File: src/rtl/os_inst_sequencer.sv
// Output-stationary instruction sequencer.
// For each input channel it fetches activations into L0 and weights into L1,
// streams one execute pass, and lets the array flush. After the last channel
// it recalls the partial sums and drains COL output rows from the OFIFO into
// psum memory. Every instruction bit is registered, so the word on inst
// describes the state the sequencer held during the previous cycle.
`timescale 1ns/1ps

module os_inst_sequencer #(
    parameter int ROW       = 8,
    parameter int COL       = 8,
    parameter int KIJ       = 9,
    parameter int NUM_IC    = 8,
    parameter int ACT_BASE  = 0,
    parameter int WGT_BASE  = 576,
    parameter int PMEM_BASE = 0
) (
    input  logic        clk,
    input  logic        reset,
    input  logic        start,
    input  logic        abort,
    input  logic        ofifo_valid,
    output logic [63:0] inst,
    output logic        busy,
    output logic        done
);

    typedef enum logic [2:0] {
        IDLE, L0, L1, EXEC, FLUSH, RECALL, DRAIN, DONE
    } state_t;

    // Phase counter must reach KIJ (fetch/exec) and ROW+COL-1 (flush).
    localparam int CNT_MAX = (KIJ + 1 > ROW + COL) ? KIJ + 1 : ROW + COL;
    localparam int CW      = $clog2(CNT_MAX + 1);
    localparam int ICW     = $clog2(NUM_IC + 1);
    localparam int DW      = $clog2(COL + 1);

    // Bit positions inside the instruction word.
    localparam int B_EXECUTE  = 1;
    localparam int B_L0_WR    = 2;
    localparam int B_L0_RD    = 3;
    localparam int B_OFIFO_RD = 6;
    localparam int B_WEN_X    = 18;
    localparam int B_CEN_X    = 19;
    localparam int B_WEN_P    = 31;
    localparam int B_CEN_P    = 32;
    localparam int B_SFU_PASS = 34;
    localparam int B_L1_WR    = 37;
    localparam int B_RECALL   = 38;
    localparam int B_PASS_PS  = 39;

    // Both memories deselected and write-disabled, output_stationary set.
    localparam logic [39:0] IDLE_WORD = 40'h11_800C_0000;

    state_t          state_reg, state_next;
    logic [CW-1:0]   cnt_reg,   cnt_next;
    logic [ICW-1:0]  ic_reg,    ic_next;
    logic [DW-1:0]   d_reg,     d_next;
    logic            hold_reg,  hold_next;
    logic [39:0]     word_reg,  word_next;
    logic            done_reg,  done_next;

    logic [10:0]     act_addr;
    logic [10:0]     wgt_addr;
    logic [10:0]     pmem_addr;

    // 11-bit addresses wrap naturally; no saturation.
    assign act_addr  = 11'(ACT_BASE) + 11'(ic_reg) * 11'(KIJ) + 11'(cnt_reg);
    assign wgt_addr  = 11'(WGT_BASE) + 11'(ic_reg) * 11'(KIJ) + 11'(cnt_reg);
    assign pmem_addr = 11'(PMEM_BASE) + 11'(COL - 1) - 11'(d_reg);

    // State, counters and registered instruction/done outputs.
    always_ff @(posedge clk or negedge reset) begin
        if (!reset) begin
            state_reg <= IDLE;
            cnt_reg   <= '0;
            ic_reg    <= '0;
            d_reg     <= '0;
            hold_reg  <= 1'b0;
            word_reg  <= IDLE_WORD;
            done_reg  <= 1'b0;
        end else begin
            state_reg <= state_next;
            cnt_reg   <= cnt_next;
            ic_reg    <= ic_next;
            d_reg     <= d_next;
            hold_reg  <= hold_next;
            word_reg  <= word_next;
            done_reg  <= done_next;
        end
    end

    // Next-state, counter updates and the instruction for the current state.
    always_comb begin
        state_next = state_reg;
        cnt_next   = cnt_reg;
        ic_next    = ic_reg;
        d_next     = d_reg;
        // A start still high after DONE must be released before it counts again.
        hold_next  = hold_reg && start;
        word_next  = IDLE_WORD;
        done_next  = 1'b0;

        case (state_reg)
            IDLE: begin
                if (start && !hold_reg) begin
                    state_next = L0;
                    cnt_next   = '0;
                    ic_next    = '0;
                    d_next     = '0;
                end
            end
            L0, L1: begin
                // SRAM reads on cycles 0..KIJ-1, buffer writes one cycle later.
                if (cnt_reg < CW'(KIJ)) begin
                    word_next[B_CEN_X] = 1'b0;
                    word_next[17:7]    = (state_reg == L0) ? act_addr : wgt_addr;
                end
                if (cnt_reg != '0) begin
                    if (state_reg == L0) word_next[B_L0_WR] = 1'b1;
                    else                 word_next[B_L1_WR] = 1'b1;
                end
                if (cnt_reg == CW'(KIJ)) begin
                    cnt_next   = '0;
                    state_next = (state_reg == L0) ? L1 : EXEC;
                end else begin
                    cnt_next = cnt_reg + CW'(1);
                end
            end
            EXEC: begin
                // First read primes the L0 output; execute follows a cycle later.
                word_next[B_L0_RD] = 1'b1;
                if (cnt_reg != '0) word_next[B_EXECUTE] = 1'b1;
                if (cnt_reg == CW'(KIJ)) begin
                    cnt_next   = '0;
                    state_next = FLUSH;
                end else begin
                    cnt_next = cnt_reg + CW'(1);
                end
            end
            FLUSH: begin
                if (cnt_reg == CW'(ROW + COL - 1)) begin
                    cnt_next = '0;
                    if (ic_reg < ICW'(NUM_IC - 1)) begin
                        ic_next    = ic_reg + ICW'(1);
                        state_next = L0;
                    end else begin
                        state_next = RECALL;
                    end
                end else begin
                    cnt_next = cnt_reg + CW'(1);
                end
            end
            RECALL: begin
                word_next[B_RECALL]   = 1'b1;
                word_next[B_SFU_PASS] = 1'b1;
                d_next                = '0;
                state_next            = DRAIN;
            end
            DRAIN: begin
                word_next[B_SFU_PASS] = 1'b1;
                // Rows are written bottom-up; stalls hold d and keep pmem off.
                if (ofifo_valid) begin
                    word_next[B_OFIFO_RD] = 1'b1;
                    word_next[B_PASS_PS]  = 1'b1;
                    word_next[B_CEN_P]    = 1'b0;
                    word_next[B_WEN_P]    = 1'b0;
                    word_next[30:20]      = pmem_addr;
                    if (d_reg == DW'(COL - 1)) begin
                        d_next     = '0;
                        state_next = DONE;
                    end else begin
                        d_next = d_reg + DW'(1);
                    end
                end
            end
            DONE: begin
                done_next  = 1'b1;
                hold_next  = 1'b1;
                state_next = IDLE;
            end
            default: state_next = IDLE;
        endcase

        // Abort wins over everything once a sequence is running.
        if (abort && state_reg != IDLE) begin
            state_next = IDLE;
            cnt_next   = '0;
            ic_next    = '0;
            d_next     = '0;
            hold_next  = hold_reg && start;
            word_next  = IDLE_WORD;
            done_next  = 1'b0;
        end
    end

    assign inst[39:0] = word_reg;
    assign busy       = (state_reg != IDLE);
    assign done       = done_reg;

    // Upper instruction bits are reserved and tied low.
    genvar gi;
    generate
        for (gi = 40; gi < 64; gi++) begin : g_rsvd
            assign inst[gi] = 1'b0;
        end
    endgenerate

endmodule

File: config.mk
export PLATFORM = sky130hd
export DESIGN_NAME = os_inst_sequencer
export DESIGN_NICKNAME = d
export VERILOG_FILES = /design/src/rtl/os_inst_sequencer.sv
export SDC_FILE = /design/constraint.sdc
export NUM_CORES = 1
export LEC_CHECK = 0
export ABC_AREA = 0
export ABC_CLOCK_PERIOD_IN_PS = 5900
export BUFFER_PORTS_ARGS = -buffer_cell sky130_fd_sc_hd__buf_4
export CORE_MARGIN = 4
export CORE_UTILIZATION = 40
export CTS_BUF_LIST = sky130_fd_sc_hd__clkbuf_4 sky130_fd_sc_hd__clkbuf_8
export CTS_CLUSTER_SIZE = 10
export DETAILED_ROUTE_END_ITERATION = 8
export PLACE_DENSITY_LB_ADDON = 0.08
export SYNTH_ARGS = -nofsm -noshare
export SYNTH_HDL_FRONTEND = slang
export SYNTH_SLANG_ARGS = --single-unit
File: constraint.sdc
create_clock -name clk -period 5.9 [get_ports clk]
set_clock_uncertainty 0.2 [all_clocks]
set_input_delay 0.295 -clock clk [delete_from_list [all_inputs] [get_ports clk]]
set_output_delay 0.295 -clock clk [all_outputs]
set_load 0.01 [all_outputs]
==> results of run 1 <==
-- what timing repair did --
action | 4_1_cts | 5_1_grt
endpoints found under the hold margin | 39 | 0
setup buffers | 0 | 0
endpoints found under the setup margin | 0 | 0
hold buffers | 1 | 0
-- per-layer routing --
layer / global-route usage / wire length [µm]
met4: 0.0297 / 43
met5: 0 / 0
met3: 0.0331 / 381
met2: 0.197 / 2100
met1: 0.173 / 2120
-- final cells by class --
cell class | instances | share of cell area
Inverter | 13 | 0.0176
Multi-Input combinational cell | 181 | 0.427
Clock inverter | 1 | 0.0108
Sequential cell | 41 | 0.372
Clock buffer | 7 | 0.0325
Timing Repair Buffer | 39 | 0.107
Tap cell | 75 | 0.0339
-- layout by cell type (no fill, tap or decap), types with 2 or more instances in the layout --
cell type,n
a22o_1,2
nand4_1,2
clkbuf_8,6
conb_1,32
a21oi_1,12
or2_1,2
nor2b_1,3
nand2b_1,2
a21o_1,3
nand2_1,12
nand3b_1,2
buf_4,38
xnor2_1,4
inv_1,13
o21ai_1,2
and2_1,2
dfrtp_1,39
o21ai_0,9
o31ai_1,4
or2_2,2
nand3_1,7
or3_1,2
dfstp_2,2
and4bb_2,2
xor2_1,2
ha_1,15
nor3_1,9
a211oi_1,3
nor2_1,23
-- logic make-up (layout without fill, tap and decap cells) --
family | count (synthesis) | in the layout | share of synthesized area
AO/OA/AOI/OAI | 47 | 47 | 0.140
XOR/XNOR | 6 | 6 | 0.0211
adder cells (fa/ha/maj) | 16 | 16 | 0.0833
other | 2 | 32 | 0.00301
multiplexers | 2 | 2 | 0.0100
buffers and inverters | 60 | 60 | 0.159
AND/OR/NAND/NOR | 78 | 78 | 0.172
flip-flops | 41 | 41 | 0.413
-- stage by stage --
stage,worst slack (ns),std cells,area [µm²],power [W]
3_3_place_gp,3.62,348,2640,0.000717
5_1_grt,3.34,357,2770,0.00101
4_1_cts,3.58,357,2770,0.000956
6_report,3.59,357,2770,0.000942
3_5_place_dp,3.58,348,2640,0.000716
2_1_floorplan,3.71,282,2610,0.000644
-- worst max-delay path: cells and delay by family, from the launching register on --
family / cells / cell delay, ns
XOR/XNOR: 2 / 0.45
AO/OA/AOI/OAI: 2 / 0.46
flip-flops: 1 / 0.45
adder cells (fa/ha/maj): 3 / 0.59
AND/OR/NAND/NOR: 1 / 0.05
-- report_power, final --
group,leakage [nW],switching (W),internal [W]
registers,0.559,0.0000513,0.000316
clock network,0.0619,0.0000930,0.000143
logic,0.776,0.000199,0.000141
total,1.40,0.000343,0.000599
-- worst paths after layout --
| path | endpoint |
|---|---|
| min in group asynchronous | word_reg[6] |
| max | word_reg[14] |
| min reg2reg | hold_reg |
| max in group asynchronous | word_reg[19] |
| min | hold_reg |
| max reg2reg | word_reg[14] |
==> metrics.csv, run 1 <==
metric,value,unit
hold_class,in -> reg,
grt_pass1_vias,1486,
num_antenna_cells,0,
port_buffers,38,
slew_headroom,0.536,
multi_input_area,0.00118,mm²
period_share,0.391,
cts_num_sinks,41,
clk_path_buf_depth,2,
cts_max_level,2,
rsz0062_at_grt,false,
core,0.00599,mm²
worstMarginPinSlew,0.687,ns
final_nets,302,
yosysTopAreaCell,dfrtp_1,
cp.required,5.86,ns
n_fill_cell,578,
numCtsBuffers,5,
syn-mean-instance-area,9.89,µm²
viasPerCell,4.77,
initial_utilization,0.416,
overflow,0,
yosysSeqAreaShare,0.413,
drive_gt1_frac,0.213,
cts_tree,built,
grt_pass1_wl,7480,µm
hold-worst-slack,0.0231,ns
cp_common_cell,ha_1,
synth_most_common_cell,buf_4,
p_leak,1.40,nW
globalplace.congestion,0.807,
min_from,start,
die_x,86.9,µm
max_freq,433,MHz
largest_reg_flops,23,
whs_path_depth,2,
clock_latency,0.28,ns
reg2reg_setup_slack,3.59,ns
dr.pass1.iters,4,
path_class,reg -> reg,
worstPathCellList,"ha_1, ha_1, ha_1, xnor2_1, a21oi_1, a221oi_1, xnor2_1, nor2_1",
drt_iter0_drc,68,
synth_top_area_share,0.392,
final-setup-viol-count,0,
crit_start,ic_reg[3],
cts-resized-gates,0,
ant_nets,0,
area_delta_synth_final,11.0,%
drc,0,
grt_max_degree,42,
grt_antenna_before_repair,0,
yosysWarnings,0,
async_reset_ff_frac,1.00,
postRouteWirelength,4650,µm
ys.flop_type,dfrtp_1,
cp_slowest_cell,dfrtp_1,
slowest_delay,0.45,ns
num_vias,1704,
run_status,completed,
reg2reg_depth,8,
final_util,0.462,
tns,0,ns
synth_common_cells,"buf_4, dfrtp_1, nor2_1, ha_1, inv_1",
cts_root_buffer,clkbuf_8,
cap_violations,0,
cp-start-kind,flip-flop,
crit_arrival,2.27,ns
num_rows,28,
fin_crit,2.31,ns
ir_drop,0.210,mV
routedWlPerCell,13.0,µm
cp_max_fo,5,
register_area,0.00103,mm²
dieArea,0.00756,mm²
p_per_area,340,mW/mm²
netlist_instances,252,
path_clk_slew,0.08,ns
grtUsageTotal,0.126,
timing.rr.start,ic_reg[3],
synth_edf_count,0,
synth.distinct_cells,53,
ys_top_cells_by_area,"dfrtp_1, buf_4, ha_1",
hold_viol_final,0,
fp.dieH,86.9,µm
ys_seq_elements,41,
syn_area,0.00249,mm²
ios,71,
hpwl,3500,µm
endpoint_kind,flip-flop,
maxSlewViolCount,0,
(Power assumes the default switching activity.)
==> run 2, diff against run 1 <==
--- a/config.mk
+++ b/config.mk
@@ -6,7 +6,7 @@
 export NUM_CORES = 1
 export LEC_CHECK = 0
 export ABC_AREA = 0
-export ABC_CLOCK_PERIOD_IN_PS = 5900
+export ABC_CLOCK_PERIOD_IN_PS = 2300
 export BUFFER_PORTS_ARGS = -buffer_cell sky130_fd_sc_hd__buf_4
 export CORE_MARGIN = 4
 export CORE_UTILIZATION = 40
==> constraint.sdc (replaced) <==
create_clock -name clk -period 2.3 [get_ports clk]
set_clock_uncertainty 0.2 [all_clocks]
set_input_delay 0.115 -clock clk [delete_from_list [all_inputs] [get_ports clk]]
set_output_delay 0.115 -clock clk [all_outputs]
set_load 0.01 [all_outputs]
==> metrics.csv, run 2 (synthesized netlist as in run 1, its figures left out) <==
metric,value,unit,change
num_antenna_cells,0,,unchanged
grt_antenna_before_repair,0,,unchanged
path_class,reg -> reg,,unchanged
n_fill_cell,565,,was 578
grt_pass1_wl,7760,µm,was 7480 µm
reg2reg_depth,8,,unchanged
drt_iter0_drc,54,,was 68
switchingPower,0.000912,W,was 0.000343 W
final-setup-viol-count,0,,unchanged
drc,0,,unchanged
hpwl,3610,µm,was 3500 µm
dieArea,0.00756,mm²,unchanged
cts_num_sinks,41,,unchanged
area_delta_synth_final,16.5,%,was 11.0%
tns,0,ns,unchanged
num_vias,1735,,"was 1,704"
clock_power_share,0.239,,was 0.250
num_rows,28,,unchanged
overflow,0,,unchanged
hold_viol_final,0,,unchanged
drive_gt1_frac,0.249,,was 0.213
ios,71,,unchanged
crit_arrival,2.13,ns,was 2.27 ns
reg2reg_to,word_reg[14],,unchanged
finalPower,0.00252,W,was 0.000942 W
p_int,0.00160,W,was 0.000599 W
grt_max_degree,42,,unchanged
most-common-layout-cells,"buf_4, dfrtp_1, conb_1, nor2_1, ha_1",,"was dfrtp_1, buf_4, conb_1, nor2_1, ha_1"
port_buffers,38,,unchanged
clock_latency,0.29,ns,was 0.28 ns
ir_drop,0.457,mV,was 0.210 mV
timing.rr.start,ic_reg[0],,was ic_reg[3]
p_leak,1.45,nW,was 1.40 nW
fp.dieH,86.9,µm,unchanged
die_x,86.9,µm,unchanged
final_util,0.485,,was 0.462
routedWlPerCell,12.9,µm,was 13.0 µm
cap_violations,0,,unchanged
numCtsBuffers,5,,unchanged
fin_crit,2.15,ns,was 2.31 ns
cp_max_fo,4,,was 5
globalplace.congestion,0.777,,was 0.807
postRouteWirelength,4750,µm,was 4650 µm
grt_pass1_vias,1574,,"was 1,486"
cp-start-kind,flip-flop,,unchanged
cp.required,2.28,ns,was 5.86 ns
worstMarginPinSlew,0.503,ns,was 0.687 ns
maxSlewViolCount,0,,unchanged
reg2reg_setup_slack,0.15,ns,was 3.59 ns
p_per_area,866,mW/mm²,was 340 mW/mm²
largest_reg_flops,23,,unchanged
core,0.00599,mm²,unchanged
period_share,0.937,,was 0.391
run_status,completed,,unchanged
path_clk_slew,0.08,ns,about the same
cts_tree,built,,unchanged
slew_headroom,0.656,,was 0.536
max_freq,464,MHz,was 433 MHz
dr.pass1.iters,4,,unchanged
swShare,0.363,,was 0.364
final_common_cell,buf_4,,was dfrtp_1
hold_class,in -> async,,was in -> reg
seqPwrFrac,0.366,,was 0.389
rsz0062_at_grt,false,,unchanged
ant_nets,0,,unchanged
viasPerCell,4.71,,was 4.77
final_nets,313,,was 302
clk_path_buf_depth,2,,unchanged
grtUsageTotal,0.132,,was 0.126
endpoint_kind,flip-flop,,unchanged
initial_utilization,0.416,,unchanged
cts_max_level,2,,unchanged
cts_root_buffer,clkbuf_8,,unchanged
p_comb_frac,0.394,,was 0.361
-- run 2: metrics by stage --
step / hold WS (ns) / worst slack (ns) / instances / area (µm²)
2_1_floorplan: -0.381 / 0.106 / 282 / 2610
3_3_place_gp: -0.0677 / 0.106 / 356 / 2700
3_5_place_dp: -0.0634 / 0.0180 / 356 / 2700
4_1_cts: 0.156 / 0.0504 / 368 / 2860
5_1_grt: 0.196 / 0.00711 / 368 / 2900
6_report: 0.133 / 0.146 / 368 / 2900
-- run 2: layout make-up --
type | count | area, µm² | share of cell area
timing repair buffer | 50 | 385 | 0.133
multi-input combinational | 181 | 1220 | 0.422
sequential | 41 | 1030 | 0.355
clock buffer | 6 | 82.6 | 0.0284
inverter | 13 | 48.8 | 0.0168
clock inverter | 2 | 37.5 | 0.0129
tap | 75 | 93.8 | 0.0323
-- run 2: worst max path at each step --
stage / start / endpoint / slack, ns
after detailed placement: ic_reg[0] / ic_reg[2] / 0.02
after CTS: ic_reg[0] / word_reg[14] / 0.05
after global placement: ic_reg[0] / word_reg[14] / 0.11
after global routing: ic_reg[0] / word_reg[14] / 0.007
final: ic_reg[0] / word_reg[14] / 0.15
after floorplan: ic_reg[0] / word_reg[14] / 0.11
-- run 2: power by group through the flow --
stage | clock (W) | sequential, W | combinational [W]
after floorplan | 0 | 0.000904 | 0.000749
after global placement | 0 | 0.000930 | 0.000986
after detailed placement | 0 | 0.000929 | 0.000983
after CTS | 0.000631 | 0.000916 | 0.000996
after global routing | 0.000659 | 0.000939 | 0.00112
final | 0.000602 | 0.000922 | 0.000992
-- run 2: routing by layer --
metal / up-vias / GRT usage / share of wire
met2: 56 / 0.198 / 0.44
li1: 872 / - / -
met3: 6 / 0.0284 / 0.072
met5: - / 0 / 0
met1: 801 / 0.184 / 0.46
met4: 0 / 0.0552 / 0.019
-- run 2: what timing repair did --
action	in CTS	in global routing
setup buffers	0	0
setup endpoints to repair	3	5
hold endpoints to repair	50	0
hold buffers	4	0
resized for setup	1	5
gates cloned	0	0
-- run 2: critical path: stages (launching register included) --
cell and delay [ns]:
dfrtp_1 0.41, ha_1 0.21, ha_1 0.19, ha_1 0.22, xnor2_2 0.21, a21oi_1 0.12
a221oi_2 0.29, xnor2_1 0.14, nor2_1 0.05
